`src/rtl/seq_cmd_scheduler.sv`:
```
`default_nettype none
// +----------------------------------------------------------------------------+
// | Module : seq_cmd_scheduler                                                 |
// | Two-requester round-robin command scheduler driving a sequencer's          |
// | restart/pause/go_to_third lines. SEQ_WATCHDOG_EN enables LOOP watchdog.    |
// | Rev    : 1.0  initial release                                              |
// +----------------------------------------------------------------------------+
module seq_cmd_scheduler #(
  parameter int CNT_W    = 4,
  parameter int WDOG_CYC = 8
) (
  input  logic             clk,
  input  logic             reset,
  input  logic [1:0]       req,
  input  logic [1:0]       cmd0,
  input  logic [1:0]       cmd1,
  input  logic [CNT_W-1:0] arg0,
  input  logic [CNT_W-1:0] arg1,
  input  logic             abort,
  input  logic             terminal,
  output logic [1:0]       grant,
  output logic             restart,
  output logic             pause,
  output logic             go_to_third,
  output logic             busy,
  output logic             done,
  output logic             err
);

  localparam int c_wd_w = $clog2(WDOG_CYC + 1);
  localparam logic [CNT_W:0]  c_cnt_one = {{CNT_W{1'b0}}, 1'b1};
  localparam logic [CNT_W:0]  c_cnt_max = {1'b1, {CNT_W{1'b0}}};
  localparam logic [c_wd_w-1:0] c_wd_one = {{(c_wd_w-1){1'b0}}, 1'b1};
  localparam logic [c_wd_w-1:0] c_wd_last = c_wd_w'(WDOG_CYC - 1);
`ifdef SEQ_WATCHDOG_EN
  localparam logic c_wdog_en = 1'b1;
`else
  localparam logic c_wdog_en = 1'b0;
`endif

  localparam logic [1:0] c_cmd_step    = 2'b00;
  localparam logic [1:0] c_cmd_restart = 2'b01;
  localparam logic [1:0] c_cmd_loop    = 2'b10;

  typedef enum logic [2:0] {
    S_IDLE = 3'd0,
    S_STEP = 3'd1,
    S_RST  = 3'd2,
    S_LOOP = 3'd3,
    S_HOLD = 3'd4,
    S_DONE = 3'd5
  } state_t;

  state_t              r_state;
  logic                r_prio;
  logic                r_aborting;
  logic [CNT_W:0]      r_cnt;
  logic [c_wd_w-1:0]   r_wd;
  logic [1:0]          r_grant;
  logic                r_restart;
  logic                r_pause;
  logic                r_go;
  logic                r_busy;
  logic                r_done;
  logic                r_err;

  logic                w_win;
  logic [1:0]          w_cmd;
  logic [CNT_W-1:0]    w_arg;
  logic [CNT_W:0]      w_arg_full;
  logic                w_abort_now;

  // Contention goes to the pointer; otherwise whichever single requester is up.
  assign w_win      = (req[0] && req[1]) ? r_prio : req[1];
  assign w_cmd      = w_win ? cmd1 : cmd0;
  assign w_arg      = w_win ? arg1 : arg0;
  assign w_arg_full = (w_arg == '0) ? c_cnt_max : {1'b0, w_arg};

  // An abort's own restart cycle must not be re-armed by a held abort.
  assign w_abort_now = abort && (r_state != S_IDLE) &&
                       !((r_state == S_RST) && r_aborting);

  always_ff @(posedge clk or posedge reset) begin
    if (reset) begin
      r_state    <= S_IDLE;
      r_prio     <= 1'b0;
      r_aborting <= 1'b0;
      r_cnt      <= '0;
      r_wd       <= '0;
      r_grant    <= 2'b00;
      r_restart  <= 1'b0;
      r_pause    <= 1'b1;
      r_go       <= 1'b0;
      r_busy     <= 1'b0;
      r_done     <= 1'b0;
      r_err      <= 1'b0;
    end else begin
      r_grant   <= 2'b00;
      r_restart <= 1'b0;
      r_go      <= 1'b0;
      r_done    <= 1'b0;
      if (w_abort_now) begin
        r_state    <= S_RST;
        r_aborting <= 1'b1;
        r_restart  <= 1'b1;
        r_pause    <= 1'b1;
        r_busy     <= 1'b1;
      end else begin
        case (r_state)
          S_IDLE: begin
            r_pause <= 1'b1;
            r_busy  <= 1'b0;
            if (|req) begin
              r_grant <= w_win ? 2'b10 : 2'b01;
              r_prio  <= ~w_win;
              r_cnt   <= w_arg_full;
              r_wd    <= '0;
              r_busy  <= 1'b1;
              if (w_cmd == c_cmd_step) begin
                r_state <= S_STEP;
                r_pause <= 1'b0;
              end else if (w_cmd == c_cmd_restart) begin
                r_state   <= S_RST;
                r_restart <= 1'b1;
              end else if (w_cmd == c_cmd_loop) begin
                r_state <= S_LOOP;
                r_pause <= 1'b0;
              end else begin
                r_state <= S_HOLD;
              end
            end
          end
          S_STEP, S_HOLD: begin
            if (r_cnt == c_cnt_one) begin
              r_state <= S_DONE;
              r_done  <= 1'b1;
              r_pause <= 1'b1;
            end else begin
              r_cnt <= r_cnt - c_cnt_one;
            end
          end
          S_RST: begin
            if (r_aborting) begin
              r_state    <= S_IDLE;
              r_aborting <= 1'b0;
              r_pause    <= 1'b1;
              r_busy     <= 1'b0;
            end else begin
              r_state <= S_DONE;
              r_done  <= 1'b1;
              r_pause <= 1'b1;
            end
          end
          S_LOOP: begin
            if (terminal) begin
              r_wd <= '0;
              if (r_cnt == c_cnt_one) begin
                r_cnt   <= '0;
                r_state <= S_DONE;
                r_done  <= 1'b1;
                r_pause <= 1'b1;
              end else begin
                r_cnt <= r_cnt - c_cnt_one;
                r_go  <= 1'b1;
              end
            end else if (c_wdog_en && (r_wd == c_wd_last)) begin
              r_err   <= 1'b1;
              r_state <= S_DONE;
              r_done  <= 1'b1;
              r_pause <= 1'b1;
            end else begin
              r_wd <= r_wd + c_wd_one;
            end
          end
          S_DONE: begin
            r_state <= S_IDLE;
            r_pause <= 1'b1;
            r_busy  <= 1'b0;
          end
          default: begin
            r_state <= S_IDLE;
            r_pause <= 1'b1;
            r_busy  <= 1'b0;
          end
        endcase
      end
    end
  end

  assign grant       = r_grant;
  assign restart     = r_restart;
  assign pause       = r_pause;
  assign go_to_third = r_go;
  assign busy        = r_busy;
  assign done        = r_done;
  assign err         = r_err;

endmodule
`default_nettype wire

```
`config.mk`:
```
export PLATFORM = sky130hd
export DESIGN_NAME = seq_cmd_scheduler
export DESIGN_NICKNAME = d
export VERILOG_FILES = /design/src/rtl/seq_cmd_scheduler.sv
export SDC_FILE = /design/constraint.sdc
export NUM_CORES = 1
export LEC_CHECK = 0
export BUFFER_PORTS_ARGS = -buffer_cell sky130_fd_sc_hd__buf_2
export CORE_UTILIZATION = 35
export DETAILED_ROUTE_END_ITERATION = 16
export MAX_ROUTING_LAYER = met4
export PLACE_DENSITY = 0.56
export SETUP_SLACK_MARGIN = 0.3
export SYNTH_ARGS = -nofsm -noshare
export SYNTH_HDL_FRONTEND = slang
export SYNTH_SLANG_ARGS = --single-unit
```
`constraint.sdc`:
```
create_clock -name clk -period 1.8 [get_ports clk]
set_clock_uncertainty 0.05 [all_clocks]
set_input_delay 0.36 -clock clk [delete_from_list [all_inputs] [get_ports clk]]
set_output_delay 0.36 -clock clk [all_outputs]
set_load 0.005 [all_outputs]
```
Yosys cells after proc, flatten, opt, wreduce, memory -nomap -nowiden
Index checks and enable logic that the tools add are counted.
{"block": "classes", "n_reduce_logical": 18, "bitwise": 2, "n_eq_ne": 14, "addsub": 1, "mux": 50}
{"op": "two-way mux 1 bit", "count": 26}
{"op": "two-way mux 5 bit", "count": 5}
{"op": "two-way mux 3 bit", "count": 8}
{"op": "case mux 5 bit (3 select lines)", "count": 1}
{"op": "case mux 3 bit (4 select lines)", "count": 1}
{"op": "two-way mux 2 bit", "count": 5}
{"op": "!= test 3 bit (second input constant)", "count": 3}
{"op": "case mux 1 bit (3 select lines)", "count": 3}
{"op": "== test 3 x 2 -> 1 bit (second input constant)", "count": 2}
{"op": "!= test 2 bit (second input constant)", "count": 3}
{"op": "nonzero test 3 bit", "count": 2}
{"op": "== test 5 x 1 -> 1 bit (second input constant)", "count": 1}
{"op": "AND reduction 5 bit", "count": 1}
{"op": "subtractor 5 x 1 -> 5 bit (second input constant)", "count": 1}
{"op": "logical AND 1 bit", "count": 4}
{"op": "zero test 4 bit", "count": 1}
{"op": "two-way mux 4 bit", "count": 1}
{"op": "AND reduction 2 bit", "count": 2}
{"op": "OR reduction 2 bit", "count": 2}
{"op": "== test 3 x 1 -> 1 bit (second input constant)", "count": 1}
{"op": "== test 3 bit (second input constant)", "count": 1}
{"op": "zero test 3 bit", "count": 1}
{"op": "AND reduction 3 bit", "count": 1}
{"op": "OR reduction 3 bit", "count": 1}
{"op": "other kinds (7)", "count": 8}
{"block": "word_totals", "elab_cells": 95, "regBits": 17, "in_bits": 18}

Logic depth before layout (Yosys ltp)
Gate-level depths: netlist of run 1.
{"block": "depth", "word_depth": 10, "depth_mapped": 8, "mapped_depth_nobuf": 8}

Worst setup path before layout of run 1
No wires, ideal clock.
{"block": "synth_timing", "path_kind": "flip-flop to flip-flop", "from": "register r_prio", "to": "register r_state[2]", "setup_time_ps": 120, "path_stages_with_launch": 8, "arrival_time_ps": 1843, "setup_slack_ps": -213, "path_buffers": 0, "path_cell_list": "dfrtp_1 -> o21ai_2 -> mux2_2 -> ha_1 -> o211ai_1 -> o31a_1 -> a211oi_1 -> a31o_1"}
{"block": "synth_between", "elab_chain_cells": 9, "word_cells_on_any_way": 11}
{"item": "start, declared", "line": "55", "rtl": "logic r_prio;"}
{"item": "start signal, assigned", "line": "115", "rtl": "r_prio <= ~w_win;"}
{"item": "two-way mux 1 bit *", "line": "74", "rtl": "assign w_win = (req[0] && req[1]) ? r_prio : req[1];"}
{"item": "two-way mux 2 bit *", "line": "75", "rtl": "assign w_cmd = w_win ? cmd1 : cmd0;"}
{"item": "== test 2 bit", "line": "125", "rtl": "end else if (w_cmd == c_cmd_loop) begin"}
{"item": "two-way mux 3 bit", "line": "125"}
{"item": "two-way mux 3 bit", "line": "122", "rtl": "end else if (w_cmd == c_cmd_restart) begin"}
{"item": "two-way mux 3 bit *", "line": "119", "rtl": "if (w_cmd == c_cmd_step) begin"}
{"item": "two-way mux 3 bit *", "line": "113", "rtl": "if (|req) begin"}
{"item": "case mux 3 bit (4 select lines) *", "line": "109", "rtl": "case (r_state)"}
{"item": "two-way mux 3 bit *", "line": "102", "rtl": "if (w_abort_now) begin"}
{"item": "end signal, assigned", "line": "103", "rtl": "r_state <= S_RST;"}
{"item": "end signal, assigned", "line": "120", "rtl": "r_state <= S_STEP;"}
{"item": "end signal, assigned", "line": "123", "rtl": "r_state <= S_RST;"}
{"item": "end, declared", "line": "54", "rtl": "state_t r_state;"}
Mark *: on every way between the ends. The rest lies on a longest branch, timed or not. The select of a mux whose other input is x is not followed.
A chain may end at the register's enable or synchronous reset.

Final worst setup path of run 1
{"block": "layout_timing", "from": "register r_state[2]", "to": "register r_cnt[0]"}
{"block": "layout_between", "elab_chain_cells": 6, "word_cells_on_any_way": 18}
{"item": "start signal, assigned", "line": "85", "rtl": "r_state <= S_IDLE;"}
{"item": "start signal, assigned", "line": "103"}
{"item": "start signal, assigned", "line": "120"}
{"item": "branches (longest 6 deep; another with AND reduction 5 bit)"}
{"item": "end signal, assigned", "line": "116", "rtl": "r_cnt <= w_arg_full;"}
{"item": "end signal, assigned", "line": "139", "rtl": "r_cnt <= r_cnt - c_cnt_one;"}
{"item": "end signal, assigned", "line": "163", "rtl": "r_cnt <= r_cnt - c_cnt_one;"}
{"item": "end, declared", "line": "57", "rtl": "logic [CNT_W:0] r_cnt;"}
Several ways; the timed one is not identified.

==> summary.md, run 1 <==
| Metric | Value |
|---|---|
| Status | finished, violations left |
| Failing checks | setup timing |
| Worst Max-Slew Pin Slew | 0.718 ns |
| F_max | 0.549 GHz |
| Critical Path Start Type | register |
| Area grow syn2layout | 59.8% |
| Initial Util | 37.0% |
| Worst path required time | 1.94 ns |
| Power per Cell Area | about 1700 nW/um^2 |
| Site Rows | 20 |
| Min-delay worst type | in -> async |
| Core ar. | 3080 sq um |
| Largest area contributor in the netlist | dfrtp_1 |
| Crit end category | register |
| Commonest non-fill, non-tap cells in the layout | buf_4, buf_2, dfrtp_1 |
| Clk slew on worst S/H paths | 0.11 ns |
| Clk pwr share | 7.3% |
| Clk root buf | clkbuf_4 |
| Sw frac | 41.0% |
| Clock latency on the worst-skew pair | 0.30 ns |
| Final ANT Viol Nets | 0 |
| Synth Area in Adders | 5.39% |
| CP max FO | 5 |
| GRT Overall Usage | between 20% and 30% |
| Compound-Gate Fraction of Synth Area | 22.9% |
| Chip Width | 59.0 um |
| Crit share post-route | 101% |
| Via/cell ratio | 5.09 |
| TritonRoute pass-1 iters | 4 |
| WL/cell | 14.0 um |
| Die area | 3480 sq um |
| Htree depth | 1 |
| Die height | 59.0 um |
| Seq/Total Area, Yosys | around 38% |
| Share of layout cells above drive strength 1 | 58.3% |
| Nets | 203 |
| Port-buffer cells | 24 |
| Num Clock Sinks | 17 |
| Post-route cell area | 1820 sq um |
| Number of hold-repair buffers added at the cts stage | 0 |
| Antenna diodes | 0 |
| Worst vdd ir | about 720 uV |
| Routed wire length | approximately 3100 um |
| Top-area cell type share of the netlist area | 35.2% |
| Total number of vias | 1141 |
| Register share of total power | approximately a quarter |
| # IOs | 26 |
| Multi-input gate area | 822 sq um |
| YS warnings | 1 |
| GRT overflow | 0 |
| Post-synthesis average cell area | 9.80 sq um |
| FF+latch count, synth | 17 |
| Cell internal pwr | 1780 uW |
| Setup slack after layout | -0.0203 ns |
| Vias in the first global route | ~1200 |
| 1st-iter DRT viols | 32 |
| Hpwl dp | 2270 um |
| Leak | about 0.00085 uW |
| Synth Instances | 116 |
| Routability cong. | approximately 0.86 |
| Post-Place Cell Area | between 1500 and 2000 sq um |
| Final setup violation count | 2 |
| Top cells by area, synth | dfrtp_1, mux2i_1, ha_1 |
| Worst path arrival time | between 1.5 and 2 ns |
| Pins Over Slew Limit | 0 |
| Storage element area | between 400 and 500 sq um |
| Unrepaired setup endpoints after global routing | true |
| Syn_nets | 138 |
| First-pass GRT wire length | 5350 um |
| Setup WS pre-CTS | -0.113 ns |
| Multiplexer share of the synthesized area | 9.90% |
| Max reg flops | 5 |
| Relative slew margins | 52.1% |
| Simple-gate share of the synthesized area | 19.5% |
| Switching pwr | 1240 uW |
| Synth async-reset ratio | 100% |
| Largest family of logic cells by synthesized area | compound AO/OA/AOI/OAI gates |
| Combinational group share of total power | between 60% and 70% |
| Maxcap violations | 0 |
| CTS tree | yes |
| Setup CP Type | reg -> reg |
| Post-synthesis cell area | 1140 sq um |
| Largest net degree at the start of global routing | 18 |
| Clock Tree Buf Depth | 2 |
| Commonest non-fill, non-tap cell in the layout | buf_4 |
| DR DRC count | 0 |
| Reg with most FFs | r_cnt |
| Most used DFF post-synth | dfrtp_1 |
| Final Hold Vio Count | 0 |
| Xor-xnor portion of the synthesized cell area | 0% |
| Initial antenna violation count | 0 |
| Tmin final | 1.82 ns |
| Unique masters post-synth | 42 |
| Setup total negative slack | -0.0380 ns |
| CTS Buf Count | 3 |
| Number of fill cells in the layout | 272 |
| EDFF count, synth | 0 |
[layout make-up]
type,count,area share (%)
clock buffers,4,1.45
inverters,8,1.79
multi-input cells,87,45.2
flip-flops and latches,17,23.5
well taps,44,3.03
repair buffers,64,25.0
[Yosys cell counts, drive strengths merged, types with 2 or more instances]
library cell  count
or3               3
a31oi             3
dfrtp            16
o22a              2
mux2              4
buf               3
nor2b             3
o21ai            10
a21boi            2
ha                4
a21oi             3
nor4              4
nor3              3
nand2             9
nor2              5
o22ai             6
nand2b            4
nand3             2
mux2i             6
inv               8
a22o              3
[cells by family after synthesis]
family                     after synthesis
AOI/OAI and AO/OA                       35
adders and majority gates                5
buffers and inverters                   12
DFF                                     17
muxes                                   10
other                                    1
and+or+nand+nor                         36
[metrics by stage]
stage / instances / util, % / hold slack, ns / power [uW]
6_report: 224 / 59.1 / 0.104 / 3020
5_1_grt: 224 / 59.1 / 0.158 / 3230
4_1_cts: 221 / 57.0 / 0.129 / 2850
3_5_place_dp: 206 / 49.5 / 0.436 / 2270
3_3_place_gp: 206 / 49.5 / 0.422 / 2240
2_1_floorplan: 116 / - / 0.235 / 1660
[power by group through the flow]
| stage | Combinational (uW) | Clock [uW] | Sequential (uW) |
|---|---|---|---|
| floorplan | 986 | 0 | 677 |
| global placement | 1540 | 0 | 700 |
| detailed placement | 1560 | 0 | 708 |
| CTS | 1930 | 220 | 702 |
| global route | 2260 | 239 | 732 |
| finish | 2090 | 220 | 710 |
[worst max-delay path: stages, from the launching register on]
cell and delay, ns:
dfrtp_2 0.46, maj3_2 0.31, o22a_1 0.19, nor2_2 0.13, a21boi_4 0.25, mux2_4 0.32
[final timing paths]
path                                         from                      to  slack (ns)  depth (start not counted)
max                        r_state[2]$_DFFE_PP0P_    r_cnt[0]$_DFFE_PP0P_       -0.02                          5
min                                         reset      r_prio$_DFFE_PP0P_        0.10                          2
max reg2reg                r_state[2]$_DFFE_PP0P_    r_cnt[0]$_DFFE_PP0P_       -0.02                          5
min reg2reg                      busy$_DFFE_PP0P_        busy$_DFFE_PP0P_        0.45                          2
max in group asynchronous                   reset  r_state[2]$_DFFE_PP0P_        1.10                          2
min in group clk                         terminal       pause$_DFFE_PP1P_        0.34                          3
[what timing repair did]
item	4_1_cts	5_1_grt
endpoints found under the setup margin	13	16
endpoints found under the hold margin	0	0
pin swaps	17	6
buffers inserted	11	3
gates resized for setup	31	8
[metal layers]
metal / share of wire, % / track usage, %
met1: 45 / 27.7
met2: 51 / 34.6
met3: 2.9 / 2.18
met4: 0.92 / 7.14
met5: 0 / -
Note: power is estimated with default switching activity, not from simulation.
==> run 2, diff against run 1 <==
- CORE_ASPECT_RATIO: unset -> 1.4
==> summary.md, run 2 (same netlist as run 1, synthesis figures left out) <==
| Metric | Value |
|---|---|
| Met3 GRT Util | 2.41% (was 2.18%) |
| Grt met1 use | 22.0% (was 27.7%) |
| # IOs | 26 (unchanged) |
| CP max FO | 5 (unchanged) |
| Failing checks | setup timing (unchanged) |
| TritonRoute pass-1 iters | 4 (unchanged) |
| WHS | 0.0514 ns (was 0.104 ns) |
| Tmin final | 1.83 ns (was 1.82 ns) |
| Commonest non-fill, non-tap cells in the layout | buf_4, buf_2, dfrtp_1 (unchanged) |
| Unrepaired setup endpoints after global routing | true (unchanged) |
| Reg with most FFs | r_cnt (unchanged) |
| Power per Cell Area | 1680 nW/um^2 (was 1660 nW/um^2) |
| Routability cong. | 0.821 (was 0.856) |
| Clk slew on worst S/H paths | 0.08 ns (was 0.11 ns) |
| Total Power | 2940 uW (was 3020 uW) |
| GRT overflow | 0 (unchanged) |
| Initial Util | 36.8% (was 37.0%) |
| DR DRC count | 0 (unchanged) |
| Final Hold Vio Count | 0 (unchanged) |
| Clock Tree Buf Depth | 2 (unchanged) |
| Largest net degree at the start of global routing | 18 (unchanged) |
| Vias in the first global route | 1142 (was 1185) |
| Reg-to-Reg End | r_cnt[0]$_DFFE_PP0P_ (unchanged) |
| Worst vdd ir | 759 uV (was 722 uV) |
| Total number of vias | 1122 (was 1141) |
| Commonest non-fill, non-tap cell in the layout | buf_4 (unchanged) |
| CTS tree | yes (unchanged) |
| R2R cell count | 5 (unchanged) |
| Maxcap violations | 0 (unchanged) |
| Core ar. | 3090 sq um (was 3080 sq um) |
| Crit share post-route | 102% (was 101%) |
| WL/cell | 14.2 um (was 14.0 um) |
| Die area | 3480 sq um (about the same) |
| Met2 Use GR | 33.2% (was 34.6%) |
| Site Rows | 24 (was 20) |
| Num Clock Sinks | 17 (unchanged) |
| Pins Over Slew Limit | 0 (unchanged) |
| Setup slack after layout | -0.0342 ns (was -0.0203 ns) |
| Crit end category | register (unchanged) |
| Setup WS pre-CTS | -0.115 ns (was -0.113 ns) |
| CTS Buf Count | 3 (unchanged) |
| Clk root buf | clkbuf_8 (was clkbuf_4) |
| Initial antenna violation count | 0 (unchanged) |
| First-pass GRT wire length | 5060 um (was 5350 um) |
| Leak | 0.000818 uW (was 0.000845 uW) |
| Htree depth | 1 (unchanged) |
| Worst path required time | 1.89 ns (was 1.94 ns) |
| Status | finished, violations left (unchanged) |
| Worst path arrival time | 1.92 ns (was 1.96 ns) |
| 1st-iter DRT viols | 21 (was 32) |
| Hpwl dp | 2250 um (was 2270 um) |
| GRT busiest layer | met2 (unchanged) |
| Port-buffer cells | 24 (unchanged) |
| Number of hold-repair buffers added at the cts stage | 0 (unchanged) |
| Reg-to-reg startpoint | r_state[2]$_DFFE_PP0P_ (unchanged) |
| Post-Place Cell Area | 1530 sq um (was 1520 sq um) |
| F_max | 0.545 GHz (was 0.549 GHz) |
| Via/cell ratio | 5.22 (was 5.09) |
| Min-delay worst type | in -> async (unchanged) |
| Final ANT Viol Nets | 0 (unchanged) |
| Final setup violation count | 2 (unchanged) |
| Max reg flops | 5 (unchanged) |
| Setup CP Type | reg -> reg (unchanged) |
| Number of fill cells in the layout | 285 (was 272) |
| Routed wire length | 3060 um (was 3140 um) |
| Fin util | 56.7% (was 59.1%) |
| Chip Width | 50.2 um (was 59.0 um) |
| Post-route cell area | 1750 sq um (was 1820 sq um) |
| Critical Path Start Type | register (unchanged) |
| Antenna diodes | 0 (unchanged) |
| Nets | 199 (was 203) |
| Area grow syn2layout | 54.2% (was 59.8%) |
| R2r setup slk | -0.03 ns (was -0.02 ns) |
| Die height | 69.5 um (was 59.0 um) |
| Share of layout cells above drive strength 1 | 52.8% (was 58.3%) |
| Clock latency on the worst-skew pair | 0.26 ns (was 0.30 ns) |
| GRT Overall Usage | 19.5% (was 21.3%) |
-- run 2: report_power, final --
group,internal (uW),leakage (uW),switching [uW],total (uW)
sequential,556,0.000209,146,702
combinational,1050,0.000587,885,1940
clock,156,0.0000217,144,300
-- run 2: how the worst max path moves through the flow --
stage | slack [ns] | to | start
global route | -0.08 | r_state[2]$_DFFE_PP0P_ | r_prio$_DFFE_PP0P_
global placement | -0.08 | r_state[2]$_DFFE_PP0P_ | req[0]
finish | -0.03 | r_cnt[0]$_DFFE_PP0P_ | r_state[2]$_DFFE_PP0P_
CTS | -0.02 | r_cnt[0]$_DFFE_PP0P_ | r_state[2]$_DFFE_PP0P_
floorplan | -0.08 | r_state[2]$_DFFE_PP0P_ | r_prio$_DFFE_PP0P_
detailed placement | -0.11 | r_state[2]$_DFFE_PP0P_ | req[0]
-- run 2: what timing repair did --
| action | CTS | global route |
|---|---|---|
| buffers inserted | 3 | 5 |
| pin swaps | 4 | 8 |
| gates resized for setup | 8 | 18 |
| endpoints found under the setup margin | 13 | 13 |
| endpoints found under the hold margin | 0 | 0 |
-- run 2: layout make-up --
class                      instances  area, sq um  area share (%)
sequential                        17          428            24.4
clock buffer                       3         41.3            2.35
inverter                           8         32.5            1.85
clock inverter                     1         7.51           0.428
timing repair buffer              60          417            23.8
multi-input combinational         87          779            44.4
tap                               39         48.8            2.78
-- run 2: through the flow --
step | std cells | setup TNS [ns]
6_report | 215 | -0.0681
5_1_grt | 215 | -0.358
4_1_cts | 210 | -0.0540
3_5_place_dp | 203 | -0.314
3_3_place_gp | 203 | -0.195
2_1_floorplan | 116 | -0.278
-- run 2: worst max-delay path, cell delays in order (launching register included) --
cell and delay [ns]:
dfrtp_2 0.44, maj3_2 0.31, o22a_1 0.20, nor2_2 0.11
a21boi_4 0.27, mux2_4 0.32
-- run 2: routing by layer --
| layer | share of wire (%) | vias up |
|---|---|---|
| met4 | 2.5 | 0 |
| met1 | 39 | 539 |
| met2 | 56 | 31 |
| li1 | - | 546 |
| met3 | 2.6 | 6 |
| met5 | 0 | - |
